**config.mk**
```make
export PLATFORM = sky130hd
export DESIGN_NAME = seq_mult_digit_flat
export DESIGN_NICKNAME = d
export VERILOG_FILES = /design/src/rtl/seq_mult_digit_if.sv /design/src/rtl/seq_mult_digit.sv /design/src/flat_wrapper.sv
export SDC_FILE = /design/constraint.sdc
export NUM_CORES = 1
export LEC_CHECK = 0
export ABC_CLOCK_PERIOD_IN_PS = 5400
export CELL_PAD_IN_SITES_DETAIL_PLACEMENT = 2
export CELL_PAD_IN_SITES_GLOBAL_PLACEMENT = 2
export CORE_MARGIN = 4
export CORE_UTILIZATION = 35
export DETAILED_ROUTE_END_ITERATION = 12
export GPL_TIMING_DRIVEN = 1
export PLACE_DENSITY_LB_ADDON = 0.1
export SLEW_MARGIN = 20
export SYNTH_ARGS = -nofsm -noshare
export SYNTH_HDL_FRONTEND = slang
export SYNTH_SLANG_ARGS = --single-unit
```
**constraint.sdc**
```tcl
create_clock -name clk -period 5.4 [get_ports clk]
set_clock_uncertainty 0.05 [all_clocks]
set_input_delay 1.62 -clock clk [delete_from_list [all_inputs] [get_ports clk]]
set_output_delay 1.62 -clock clk [all_outputs]
set_load 0.02 [all_outputs]
```
**src/rtl/seq_mult_digit_if.sv**
```systemverilog
// Handshake bundle for seq_mult_digit: operand channel in, product channel out,
// plus the busy status flag. The slave side is the multiplier itself.
interface seq_mult_digit_if #(
    parameter int AW = 8,
    parameter int BW = 9
);
    localparam int PW = AW + BW;

    logic          in_valid;
    logic          in_ready;
    logic [AW-1:0] in_a;
    logic [BW-1:0] in_b;
    logic          out_valid;
    logic          out_ready;
    logic [PW-1:0] out_p;
    logic          busy;

    modport slave (
        input  in_valid,
        input  in_a,
        input  in_b,
        input  out_ready,
        output in_ready,
        output out_valid,
        output out_p,
        output busy
    );

    modport master (
        output in_valid,
        output in_a,
        output in_b,
        output out_ready,
        input  in_ready,
        input  out_valid,
        input  out_p,
        input  busy
    );
endinterface

```
**src/rtl/seq_mult_digit.sv**
```systemverilog
// Iterative unsigned multiplier. A is consumed as 2-bit digits and B as 3-bit
// digits; one 2x3 digit product per cycle is shifted to its weight and added
// into a full-width accumulator. B digit index j is the inner loop, A digit
// index i the outer loop, so the partial sums follow a fixed sequence.
module seq_mult_digit #(
    parameter int A_DIGITS = 4,
    parameter int B_DIGITS = 3
) (
    input  logic            clk,
    input  logic            rst_n,
    seq_mult_digit_if.slave bus
);
    localparam int AW = 2 * A_DIGITS;
    localparam int BW = 3 * B_DIGITS;
    localparam int PW = AW + BW;
    localparam int IW = (A_DIGITS > 1) ? $clog2(A_DIGITS) : 1;
    localparam int JW = (B_DIGITS > 1) ? $clog2(B_DIGITS) : 1;
    localparam logic [IW-1:0] I_LAST = IW'(A_DIGITS - 1);
    localparam logic [JW-1:0] J_LAST = JW'(B_DIGITS - 1);

    typedef enum logic [1:0] {
        IDLE = 2'd0,
        RUN  = 2'd1,
        DONE = 2'd2
    } state_t;

    state_t        state;
    state_t        state_next;

    logic [AW-1:0] a_reg;
    logic [BW-1:0] b_reg;
    logic [PW-1:0] acc;
    logic [PW-1:0] acc_next;
    logic [PW-1:0] addend;
    logic [PW-1:0] out_p_reg;
    logic [IW-1:0] i_idx;
    logic [JW-1:0] j_idx;
    logic [1:0]    a_dig;
    logic [2:0]    b_dig;
    logic [4:0]    dprod;
    logic          accept;
    logic          last_step;

    // Digit-product stage: select the current digit pair, multiply, shift to weight 2i+3j and add.
    always_comb begin
        a_dig     = a_reg[2*i_idx +: 2];
        b_dig     = b_reg[3*j_idx +: 3];
        dprod     = {3'b000, a_dig} * {2'b00, b_dig};
        addend    = PW'(dprod) << (2*i_idx + 3*j_idx);
        acc_next  = acc + addend;
        last_step = (i_idx == I_LAST) && (j_idx == J_LAST);
    end

    // State register; reset abandons any operation in flight.
    always_ff @(posedge clk or negedge rst_n) begin
        if (!rst_n) begin
            state <= IDLE;
        end else begin
            state <= state_next;
        end
    end

    // Next-state logic: accept in IDLE, step through all digit pairs in RUN, hold in DONE until taken.
    always_comb begin
        state_next = state;
        accept     = 1'b0;
        case (state)
            IDLE: begin
                accept = bus.in_valid;
                if (bus.in_valid) begin
                    state_next = RUN;
                end
            end
            RUN: begin
                if (last_step) begin
                    state_next = DONE;
                end
            end
            DONE: begin
                if (bus.out_ready) begin
                    state_next = IDLE;
                end
            end
            default: state_next = IDLE;
        endcase
    end

    // Handshake and status outputs are pure decodes of the state.
    always_comb begin
        bus.in_ready  = (state == IDLE);
        bus.out_valid = (state == DONE);
        bus.busy      = (state != IDLE);
        bus.out_p     = out_p_reg;
    end

    // Operand capture, digit indices, accumulation and product register.
    always_ff @(posedge clk or negedge rst_n) begin
        if (!rst_n) begin
            a_reg     <= '0;
            b_reg     <= '0;
            acc       <= '0;
            i_idx     <= '0;
            j_idx     <= '0;
            out_p_reg <= '0;
        end else if (accept) begin
            a_reg <= bus.in_a;
            b_reg <= bus.in_b;
            acc   <= '0;
            i_idx <= '0;
            j_idx <= '0;
        end else if (state == RUN) begin
            acc <= acc_next;
            if (last_step) begin
                i_idx     <= '0;
                j_idx     <= '0;
                out_p_reg <= acc_next;
            end else if (j_idx == J_LAST) begin
                j_idx <= '0;
                i_idx <= i_idx + 1'b1;
            end else begin
                j_idx <= j_idx + 1'b1;
            end
        end
    end
endmodule

```
**src/flat_wrapper.sv**
```systemverilog
// flat-port wrapper written by rule: the top's interface ports become plain ports
module seq_mult_digit_flat 
#(
    parameter int A_DIGITS = 4,
    parameter int B_DIGITS = 3
)
  (clk, rst_n, bus_in_valid, bus_in_a, bus_in_b, bus_out_ready, bus_in_ready, bus_out_valid, bus_out_p, bus_busy);
  seq_mult_digit_if #(.AW(8), .BW(9)) bus_i ();
  input  logic clk;
  input  logic rst_n;
  input wire logic [$bits(bus_i.in_valid)-1:0] bus_in_valid;
  input wire logic [$bits(bus_i.in_a)-1:0] bus_in_a;
  input wire logic [$bits(bus_i.in_b)-1:0] bus_in_b;
  input wire logic [$bits(bus_i.out_ready)-1:0] bus_out_ready;
  output wire logic [$bits(bus_i.in_ready)-1:0] bus_in_ready;
  output wire logic [$bits(bus_i.out_valid)-1:0] bus_out_valid;
  output wire logic [$bits(bus_i.out_p)-1:0] bus_out_p;
  output wire logic [$bits(bus_i.busy)-1:0] bus_busy;
  assign bus_i.in_valid = bus_in_valid;
  assign bus_i.in_a = bus_in_a;
  assign bus_i.in_b = bus_in_b;
  assign bus_i.out_ready = bus_out_ready;
  assign bus_in_ready = bus_i.in_ready;
  assign bus_out_valid = bus_i.out_valid;
  assign bus_out_p = bus_i.out_p;
  assign bus_busy = bus_i.busy;
  seq_mult_digit #(.A_DIGITS(A_DIGITS), .B_DIGITS(B_DIGITS)) u_core (.clk(clk), .rst_n(rst_n), .bus(bus_i));
endmodule
```
# [Word level (Yosys, flattened, before mapping)]
# Cells that the tools add are included.
# Widths: inputs -> output; s select.
[totals] reg_bits=57 elab_cells=47 input_bits=21 output_inout_bits=20
[classes] n_addsub=4 n_mux=15 bitwise=1 multipliers=2 n_eq_ne=7 shift=3 n_reduce_logical=8
[ops] cell="$mux 17" count=2
[ops] cell="$shl 5x32->17" count=1
[ops] cell="$mux 2" count=11
[ops] cell="$add 17x17->17" count=1
[ops] cell="$shiftx 9x5->3" count=1
[ops] cell="$shiftx 8x4->2" count=1
[ops] cell="$eq 2x2->1 const B" count=3
[ops] cell="$pmux 2 s3" count=1
[ops] cell="$reduce_and 3->1" count=2
[ops] cell="$add 3x4->5" count=1
[ops] cell="$mul 2x3->5" count=1
[ops] cell="$add 2x1->2 const B" count=2
[ops] cell="$mul 2x2->4 const A" count=1
[ops] cell="$ne 2x2->1 const B" count=2
[ops] cell="$reduce_bool 2->1" count=2
[ops] cell="$reduce_bool 3->1" count=1
[ops] cell="$eq 2x1->1 const B" count=1
[ops] cell="$logic_not 2->1" count=1
[ops] cell="$ne 2x1->1 const B" count=1
[ops] cell="$reduce_and 2->1" count=1
[ops] cell="$logic_and 1x1->1" count=1
[ops] cell="$mux 1" count=1
[ops] cell="$not 1->1" count=1

# [Logic depth before layout (Yosys ltp)]
# Gate-level depths: netlist of run 1.
[logic_depth] ltp_word=7 depth_mapped=23 mapped_depth_nobuf=21

# [Worst setup path after synthesis of run 1]
# OpenSTA, ideal clock, no wires.
[synth_path] path_kind="register to register" start="register u_core.i_idx[0]" end="register u_core.acc[16]" stages_incl_launch_ff=19 period_less_slack_ns=4.408 n_path_buf=0 setup_ns=0.079 path_slack_ns=0.992 t_arrival_ns=4.279 cell_sequence="dfrtp_1 -> mux4_2 -> a21boi_0 -> ha_1 -> inv_1 -> fa_1 -> inv_1 -> a31oi_1 -> o31a_1 -> mux2_2 -> nor3_2 -> ha_1 -> a21o_1 -> or3_1 -> o211ai_1 -> o211ai_1 -> or3_1 -> nand3_1 -> mux2i_1"
[synth_between] elab_chain_len=6
[synth_lines] element="from (decl)" line="seq_mult_digit.sv:36" rtl="logic [IW-1:0] i_idx;"
[synth_lines] element="from (signal assigned)" line="seq_mult_digit.sv:119" rtl="i_idx <= i_idx + 1'b1;"
[synth_lines] element="$shiftx 8x4->2" line="seq_mult_digit.sv:46" rtl="a_dig = a_reg[2*i_idx +: 2];"
[synth_lines] element="$mul 2x3->5" line="seq_mult_digit.sv:48" rtl="dprod = {3'b000, a_dig} * {2'b00, b_dig};"
[synth_lines] element="$shl 5x32->17 *" line="seq_mult_digit.sv:49" rtl="addend = PW'(dprod) << (2*i_idx + 3*j_idx);"
[synth_lines] element="$add 17x17->17 *" line="seq_mult_digit.sv:50" rtl="acc_next = acc + addend;"
[synth_lines] element="$mux 17 *" line="seq_mult_digit.sv:111" rtl="end else if (state == RUN) begin"
[synth_lines] element="$mux 17 *" line="seq_mult_digit.sv:105" rtl="end else if (accept) begin"
[synth_lines] element="to (signal assigned)" line="seq_mult_digit.sv:112" rtl="acc <= acc_next;"
[synth_lines] element="to (decl)" line="seq_mult_digit.sv:32" rtl="logic [PW-1:0] acc;"
# Mark *: on every way between the ends. The rest lies on a longest branch, timed or not. The select of a mux whose other input is x is not followed.
# A chain may end at the register's enable or synchronous reset.

# [Final worst setup path of run 1]
[layout_path] start="register u_core.i_idx[0]" end="register u_core.acc[14]"
# The elaborated chain is that of the path after synthesis.

==> flow_summary_export.csv, run 1 <==
group,metric,value,unit
critical_path,cp_data_arrival_time,5.19,ns
timing,holdWs,0.431,ns
synthesis,synthFlopType,"dfrtp_1",
grt,first_global_vias,3506,
cts,cts.sinks,57,
grt,antenna_found_initial,0,
power,power.switching,1590,uW
cts,cts.clk_slew.worst_paths,0.07,ns
routing,via_per_inst,5.32,
placement,dpl_cell_area,0.00414,mm^2
timing,hold_violations,0,
timing,rsz0062_at_grt,"false",
routing,detail-route-antenna-nets,0,
cts,clockBufferDepth,2,
power,p_per_area,722,mW/mm^2
placement,place_congestion,0.840,
floorplan,die_x,110,um
power,totalPowerFinal,3120,uW
synthesis,syn_avg_cell_area,8.66,um^2
critical_path,cp_data_required_time,5.56,ns
synthesis,netlist.area_leader.share,39.3,%
floorplan,num_rows,36,
timing,max-slew-margin-rel,34.2,%
synthesis,async_reset_ff_share,100,%
critical_path,cp_slowest_cell,"mux4_2",
placement,post-place-cells,576,
synthesis,yosysWarnings,0,
finish,fin_cells,592,
critical_path,setup.worst_path.start_class,"flip-flop",
critical_path,critPathMaxStageDelay,0.63,ns
synthesis,ys_ff_latch,57,
routing,firstDrtPassIters,4,
synthesis,netlist_area,0.00363,mm^2
power,vdd_ir_drop_max,0.297,mV
finish,antenna_cells,0,
cts,clk-insertion-delay-late,0.34,ns
critical_path,endpoint_kind,"flip-flop",
power,p_int,1530,uW
power,pwr-share-seq,24.1,%
power,power.share.clock,12.0,%
floorplan,dieHeight,110,um
synthesis,synth_cell_types,52,
cts,postCtsHoldBufs,0,
job,max-cap-violations,0,
synthesis,yosys-top-cells-area,"dfrtp_1 39%, nand2_1 9.7%, ha_1 8.6%",
power,swShare,50.9,%
routing,wl_per_cell,19.3,um
cts,cts-root-buf,"clkbuf_8",
grt,globalRoute.totalOverflow,0,
grt,grt_usage,20.6,%
routing,drc,0,
floorplan,start_util,36.4,%
timing,period_share,93.3,%
cts,cts-resized-gates,0,
min_path,hold_start,"u_core.b_reg[8]",
grt,grt_max_degree,58,
synthesis,synth.largest_area_cell,"dfrtp_1",
finish,mostFrequentLayoutCell,"nand2_1",
status,outcome,"complete, no violations",
floorplan,dieArea,0.0121,mm^2
critical_path,critPathMaxFanout,6,
placement,hpwl,8.48,mm
grt,grt_pass1_wl,18.8,mm
timing,clock.fmax,198,MHz
finish,fin_nets,504,
timing,final.setup.tns,0,ns
finish,final_cell_area,0.00433,mm^2
cts,cts_made_buffers,9,
cts,htreeDepth,3,
power,leakage,0.00197,uW
synthesis,yosysSeqAreaShare,39.3,%
synthesis,syn-num-nets,469,
placement,port_buffers,40,
critical_path,crit_buf_inv,0,
finish,area_growth,19.2,%
critical_path,crit_path_cell_trace,"mux4_2 -> a21boi_0 -> ha_1 -> nor2b_1 -> a31oi_1 -> nor2_1 -> a31oi_1 -> o31a_1 -> mux2_2 -> nor3_2 -> ha_1 -> a21o_1 -> or3_1 -> o21ai_1 -> o21bai_1 -> a31oi_1 -> xor2_1 -> o21ai_1",
floorplan,ios,41,
cts,post_cts.repair.setup_buffers,0,
synthesis,synth-edff-count,0,
synthesis,synthCells,419,
timing,post-route-min-period,5.04,ns
routing,vias,3147,
min_path,min_path_type,"flip-flop to flip-flop",
routing,drtIter0Drc,135,
critical_path,reg2reg_from,"u_core.i_idx[0]",
timing,tightest_slew,0.985,ns
critical_path,path_common_cell,"a31oi_1",
critical_path,cp-startpoint,"u_core.i_idx[0]",
finish,final_cell_mix,"94 x nand2_1, 57 x dfrtp_1, 39 x clkdlybuf4s50_1",
finish,drive_above_1_share,8.28,%
cts,cts_tree,"yes",
critical_path,path_delay_family,"compound AO/OA/AOI/OAI gates",
routing,wirelength,11.4,mm
timing,setup-violations-final,0,
critical_path,path_class,"flip-flop to flip-flop",
floorplan,core-area,0.00995,mm^2
timing,timing.final.max_slew_violations,0,
power,comb_power_share,63.8,%
## kinds of logic (layout without fill, tap and decap cells)
family                   Yosys count  in the layout  synth area share [%]
AO/OA/AOI/OAI                     94             94                  15.1
adder cells (fa/ha/maj)           29             29                  10.8
multiplexers                      13             13                  4.48
buffers and inverters             35             75                  3.72
AND/OR/NAND/NOR                  176            176                  22.5
flip-flops                        57             57                  39.3
XOR/XNOR                          15             15                  4.00
## cell usage after synthesis (2+ instances only)
library cell  count
o21a_1            2
nand4_1           3
ha_1             25
o211ai_1          4
nand3_1          22
xnor2_1           8
and2_1            3
buf_2             3
inv_1            14
or3_1             3
a211oi_1          2
nor3_2            2
dfrtp_1          57
o31a_1            2
nand2b_1          6
nor3_1            8
a31oi_1           3
clkbuf_1         15
xor2_1            6
mux2_2            5
a22oi_1           3
a21o_1            3
nor2_1           22
a21oi_1          22
fa_1              4
o21bai_1          2
mux4_2            2
nand2_1          94
o31ai_1           2
o21ai_1          24
nor2b_1           5
mux2i_1           5
o21ai_0          19
## final timing paths
path	slack, ns	cells after the start	end
min	0.43	2	u_core.b_reg[8]
max	0.36	18	u_core.acc[14]
min reg2reg	0.43	2	u_core.b_reg[8]
max reg2reg	0.36	18	u_core.acc[14]
max in group asynchronous	3.38	2	u_core.acc[5]
min in group asynchronous	1.38	2	u_core.a_reg[5]
## cell type report
type,count,area (um^2)
Clock buffer,11,151
Clock inverter,5,30.0
Inverter,16,60.1
Sequential cell,57,1430
Fill cell,1157,5630
Tap cell,133,166
Timing Repair Buffer,43,418
Multi-Input combinational cell,327,2070
## per-layer routing
metal / up-vias / wire length (um) / track usage, %
met2: 40 / 5050 / 30.9
met1: 1579 / 5830 / 29.9
met3: 13 / 335 / 3.29
li1: 1515 / - / -
met4: 0 / 187 / 7.21
met5: - / 0 / 0
## power groups by stage
stage	registers, uW	clock network, uW	logic (uW)
after floorplan	760	0	1340
after CTS	753	391	2010
after detailed placement	758	0	1990
final	753	376	1990
after global routing	776	413	2230
after global placement	752	0	1900
## stage by stage
step / setup slack (ns) / utilization, %
2_1_floorplan: 0.992 / -
3_3_place_gp: 0.487 / 41.6
3_5_place_dp: 0.360 / 41.6
4_1_cts: 0.301 / 43.4
5_1_grt: 0.0401 / 43.5
6_report: 0.361 / 43.5
## worst register-to-register path: stages, from the launching register on
cell and delay, ns:
dfrtp_1 0.50, mux4_2 0.63, a21boi_0 0.16, ha_1 0.32, nor2b_1 0.14, a31oi_1 0.32, nor2_1 0.08, a31oi_1 0.15
o31a_1 0.22, mux2_2 0.20, nor3_2 0.04, ha_1 0.38, a21o_1 0.23, or3_1 0.35, o21ai_1 0.30, o21bai_1 0.18
a31oi_1 0.26, xor2_1 0.28, o21ai_1 0.10
No activity file was read; power rests on OpenSTA's default activity.
==> inputs of run 2 (changes only) <==
--- a/config.mk
+++ b/config.mk
@@ -10,5 +10,6 @@
 export CELL_PAD_IN_SITES_GLOBAL_PLACEMENT = 2
 export CORE_MARGIN = 4
-export CORE_UTILIZATION = 35
+export CORE_UTILIZATION = 36
+export CTS_BUF_LIST = sky130_fd_sc_hd__clkbuf_8
 export DETAILED_ROUTE_END_ITERATION = 12
 export GPL_TIMING_DRIVEN = 1
--- a/constraint.sdc
+++ b/constraint.sdc
@@ -3,3 +3,3 @@
 set_input_delay 1.62 -clock clk [delete_from_list [all_inputs] [get_ports clk]]
 set_output_delay 1.62 -clock clk [all_outputs]
-set_load 0.02 [all_outputs]
+set_load 0.01 [all_outputs]
==> flow_summary_export.csv, run 2 (synthesized netlist as in run 1, its figures left out) <==
group,metric,value,unit
power,comb_power_share,62.6,%
status,outcome,"complete, no violations",
routing,drc,0,
cts,htreeDepth,3,
floorplan,core-area,0.00977,mm^2
power,power.share.clock,13.9,%
finish,fin_cells,592,
timing,max-slew-margin-rel,36.2,%
critical_path,critPathMaxFanout,6,
finish,final_cell_mix,"94 x nand2_1, 56 x dfrtp_1, 39 x clkdlybuf4s50_1",
critical_path,path_delay_family,"compound AO/OA/AOI/OAI gates",
cts,clk-insertion-delay-late,0.35,ns
routing,wl_per_cell,18.9,um
grt,first_global_vias,3493,
cts,cts.sinks,57,
min_path,min_path_type,"flip-flop to flip-flop",
cts,cts_made_buffers,9,
power,leakage,0.00198,uW
finish,final_cell_area,0.00437,mm^2
power,pwr-share-seq,23.6,%
critical_path,setup.worst_path.start_class,"flip-flop",
grt,globalRoute.totalOverflow,0,
routing,vias,3141,
floorplan,ios,41,
grt,grt_max_degree,35,
timing,tightest_slew,0.955,ns
timing,timing.final.max_slew_violations,0,
finish,num-fill-cells,1093,
routing,drtIter0Drc,106,
critical_path,cp_slowest_cell,"mux4_2",
floorplan,die_x,108,um
job,max-cap-violations,0,
timing,post-route-min-period,4.97,ns
finish,fin_nets,504,
finish,post-route-util,44.7,%
cts,post_cts.repair.setup_buffers,0,
timing,final.setup.tns,0,ns
timing,setup-violations-final,0,
finish,area_growth,20.5,%
power,p_int,1600,uW
timing,rsz0062_at_grt,"false",
timing,hold_violations,0,
routing,via_per_inst,5.31,
placement,post-place-cells,576,
timing,period_share,92.1,%
critical_path,endpoint_kind,"flip-flop",
finish,register_area,0.00143,mm^2
timing,holdWs,0.429,ns
finish,antenna_cells,0,
critical_path,path_class,"flip-flop to flip-flop",
critical_path,crit_path_cell_trace,"mux4_2 -> a21boi_0 -> ha_1 -> nor2b_1 -> a31oi_2 -> nor2_1 -> a31oi_1 -> o31a_1 -> mux2_2 -> nor3_2 -> ha_1 -> a21o_1 -> or3_1 -> o211ai_1 -> o211ai_1 -> or3_1 -> nand3_1 -> mux2i_1",
cts,cts_tree,"yes",
power,vdd_ir_drop_max,0.235,mV
cts,cts.clk_slew.worst_paths,0.07,ns
floorplan,dieHeight,108,um
cts,clockBufferDepth,2,
grt,grt_usage,20.9,%
power,swShare,49.7,%
routing,detail-route-antenna-nets,0,
critical_path,crit_buf_inv,0,
placement,port_buffers,40,
routing,wirelength,11.2,mm
routing,firstDrtPassIters,4,
floorplan,num_rows,36,
cts,cts-root-buf,"clkbuf_8",
finish,mostFrequentLayoutCell,"nand2_1",
finish,drive_above_1_share,8.93,%
placement,place_congestion,0.825,
floorplan,start_util,37.1,%
critical_path,cp_data_required_time,5.62,ns
grt,grt_pass1_wl,18.8,mm
grt,antenna_found_initial,0,
placement,hpwl,8.31,mm
timing,clock.fmax,201,MHz
power,power.switching,1580,uW
placement,dpl_cell_area,0.00414,mm^2
floorplan,dieArea,0.0117,mm^2
critical_path,cp_data_arrival_time,5.19,ns
critical_path,rrSetupSlack,0.43,ns
critical_path,critPathMaxStageDelay,0.65,ns
power,p_per_area,726,mW/mm^2
finish,multi_input_area,0.00208,mm^2
==> run 2: repair_timing <==
item                                    CTS  global route
hold buffers                              0             0
gates resized for setup                   0             3
endpoints found under the setup margin    0             2
==> run 2: worst register-to-register path, stage by stage (launching register included) <==
cell and delay, ns:
dfrtp_1 0.51, mux4_2 0.65, a21boi_0 0.17, ha_1 0.33, nor2b_1 0.15, a31oi_2 0.24
nor2_1 0.07, a31oi_1 0.16, o31a_1 0.24, mux2_2 0.22, nor3_2 0.04, ha_1 0.38
a21o_1 0.24, or3_1 0.36, o211ai_1 0.18, o211ai_1 0.19, or3_1 0.41, nand3_1 0.11
mux2i_1 0.19
==> run 2: power by group through the flow <==
stage	registers, uW	clock network [uW]	logic [uW]
4_1_cts	749	452	1980
6_report	748	440	1980
2_1_floorplan	729	0	1330
3_3_place_gp	753	0	1860
3_5_place_dp	755	0	1940
5_1_grt	776	468	2230
==> run 2: final cells by class <==
class,count,share of cell area [%]
clock inverter,4,1.15
sequential,57,32.7
clock buffer,12,3.78
inverter,16,1.37
timing repair buffer,43,9.56
tap,133,3.81
multi-input combinational,327,47.7
==> run 2: metrics by stage <==
stage | total power (uW) | setup WS, ns
after floorplan | 2060 | 0.992
after global placement | 2620 | 0.456
after detailed placement | 2690 | 0.308
after CTS | 3180 | 0.262
after global routing | 3480 | 0.100
final | 3170 | 0.426
==> run 2: path summary, 6_finish.rpt <==
path | cells past startpoint | end | start
setup / recovery | 18 | u_core.acc[16] | u_core.i_idx[0]
hold / removal | 2 | u_core.b_reg[2] | u_core.b_reg[2]
setup reg to reg | 18 | u_core.acc[16] | u_core.i_idx[0]
hold reg to reg | 2 | u_core.b_reg[2] | u_core.b_reg[2]
max in group asynchronous | 2 | u_core.acc[9] | rst_n
min in group asynchronous | 1 | u_core.a_reg[0] | rst_n
==> run 2: metal layers <==
layer / wire, um / track usage, % / share of wire (%) / vias up
li1: - / - / - / 1513
met1: 5800 / 31.2 / 52 / 1569
met2: 4970 / 31.4 / 44 / 46
met3: 272 / 2.63 / 2.4 / 13
met4: 174 / 6.49 / 1.6 / 0
met5: 0 / 0 / 0 / -
==> inputs of run 3 (changes only) <==
- CORE_UTILIZATION: 36 -> 34
==> flow_summary_export.csv, run 3 (synthesized netlist as in run 1, its figures left out) <==
group,metric,value,unit
status,outcome,"complete, no violations",
placement,post-place-cells,579,
timing,max-slew-margin-rel,36.9,%
critical_path,crit_path_cell_trace,"mux4_2 -> a21boi_0 -> ha_1 -> nor2b_1 -> a31oi_1 -> nor2_1 -> a31oi_1 -> o31a_1 -> mux2_2 -> nor3_2 -> ha_1 -> a21o_1 -> or3_1 -> o211ai_1 -> o211ai_1 -> or3_1 -> nand3_1 -> mux2i_1",
routing,drtIter0Drc,109,
timing,timing.final.max_slew_violations,0,
grt,globalRoute.totalOverflow,0,
timing,clock.fmax,199,MHz
cts,cts-resized-gates,0,
critical_path,cp_slowest_cell,"mux4_2",
routing,via_per_inst,5.37,
routing,drc,0,
floorplan,core-area,0.0104,mm^2
floorplan,num_rows,37,
power,totalPowerFinal,3120,uW
cts,cts_made_buffers,9,
grt,grt_usage,19.5,%
cts,clk-insertion-delay-late,0.35,ns
critical_path,rrSetupSlack,0.37,ns
critical_path,setup.worst_path.start_class,"flip-flop",
grt,grt_pass1_wl,19.3,mm
finish,area_growth,19.8,%
critical_path,endpoint_kind,"flip-flop",
timing,hold_violations,0,
finish,fin_cells,595,
routing,detail-route-antenna-nets,0,
cts,clockBufferDepth,2,
grt,antenna_found_initial,0,
finish,fin_nets,504,
routing,firstDrtPassIters,4,
grt,first_global_vias,3499,
finish,mostFrequentLayoutCell,"nand2_1",
finish,antenna_cells,0,
routing,wirelength,11.4,mm
routing,wl_per_cell,19.1,um
placement,dpl_cell_area,0.00414,mm^2
timing,period_share,93.2,%
cts,htreeDepth,3,
power,p_per_area,718,mW/mm^2
timing,setup-violations-final,0,
finish,final_cell_mix,"94 x nand2_1, 57 x dfrtp_1, 39 x clkdlybuf4s50_1",
routing,vias,3193,
grt,grt_max_degree,35,
job,max-cap-violations,0,
critical_path,cp_data_required_time,5.62,ns
power,vdd_ir_drop_max,0.225,mV
finish,drive_above_1_share,8.06,%
finish,num-fill-cells,1173,
cts,postCtsHoldBufs,0,
floorplan,start_util,35.0,%
placement,place_congestion,0.808,
timing,tightest_slew,0.944,ns
cts,cts_tree,"yes",
finish,post-route-util,41.9,%
cts,cts.clk_slew.worst_paths,0.07,ns
floorplan,dieArea,0.0124,mm^2
floorplan,ios,41,
timing,rsz0062_at_grt,"false",
floorplan,die_x,111,um
cts,post_cts.repair.setup_buffers,0,
min_path,min_path_type,"flip-flop to flip-flop",
timing,final.setup.tns,0,ns
timing,post-route-min-period,5.03,ns
power,leakage,0.00198,uW
finish,final_cell_area,0.00434,mm^2
placement,hpwl,8.67,mm
cts,cts-root-buf,"clkbuf_8",
critical_path,critPathMaxStageDelay,0.63,ns
placement,port_buffers,40,
critical_path,critPathMaxFanout,6,
cts,cts.sinks,57,
floorplan,dieHeight,111,um
critical_path,path_class,"flip-flop to flip-flop",
critical_path,cp_data_arrival_time,5.25,ns
run 3: critical path: cells and delay by family (launching register included):
| kind | cells | cell delay, ns |
|---|---|---|
| AOI/OAI and AO/OA | 7 | 1.52 |
| muxes | 3 | 1.03 |
| adders and majority gates | 2 | 0.71 |
| and+or+nand+nor | 6 | 1.13 |
| DFF | 1 | 0.50 |
run 3: report_power, final:
| group | total [uW] | switching (uW) | leakage (uW) | internal [uW] |
|---|---|---|---|---|
| Combinational | 1960 | 1230 | 0.00115 | 728 |
| Sequential | 752 | 138 | 0.000732 | 614 |
| Clock | 412 | 190 | 0.0000995 | 222 |
run 3: routing by layer:
| metal | share of wire (%) | track usage (%) | vias to the layer above |
|---|---|---|---|
| met1 | 51 | 29.0 | 1613 |
| li1 | - | - | 1519 |
| met3 | 3.5 | 2.73 | 11 |
| met2 | 44 | 29.2 | 50 |
| met5 | 0 | 0 | - |
| met4 | 1.5 | 6.33 | 0 |
run 3: worst paths after layout:
path	startpoint	to	depth (start not counted)
worst max-delay path	u_core.i_idx[0]	u_core.acc[16]	18
worst min-delay path	u_core.b_reg[3]	u_core.b_reg[3]	2
worst max register to register	u_core.i_idx[0]	u_core.acc[16]	18
worst min register to register	u_core.b_reg[3]	u_core.b_reg[3]	2
max in group asynchronous	rst_n	u_core.acc[15]	2
min in group asynchronous	rst_n	u_core.b_reg[8]	1
run 3: stage by stage:
stage / hold slack (ns) / worst slack, ns
2_1_floorplan: 0.388 / 0.992
3_3_place_gp: 0.411 / 0.475
3_5_place_dp: 0.411 / 0.340
4_1_cts: 0.430 / 0.317
5_1_grt: 0.452 / 0.101
6_report: 0.428 / 0.369
run 3: cell type report:
class / instances / area [um^2] / share of cell area, %
inverter: 16 / 60.1 / 1.38
tap: 136 / 170 / 3.92
timing repair buffer: 43 / 418 / 9.62
clock inverter: 6 / 58.8 / 1.35
multi-input combinational: 327 / 2070 / 47.7
clock buffer: 10 / 138 / 3.17
sequential: 57 / 1430 / 32.8
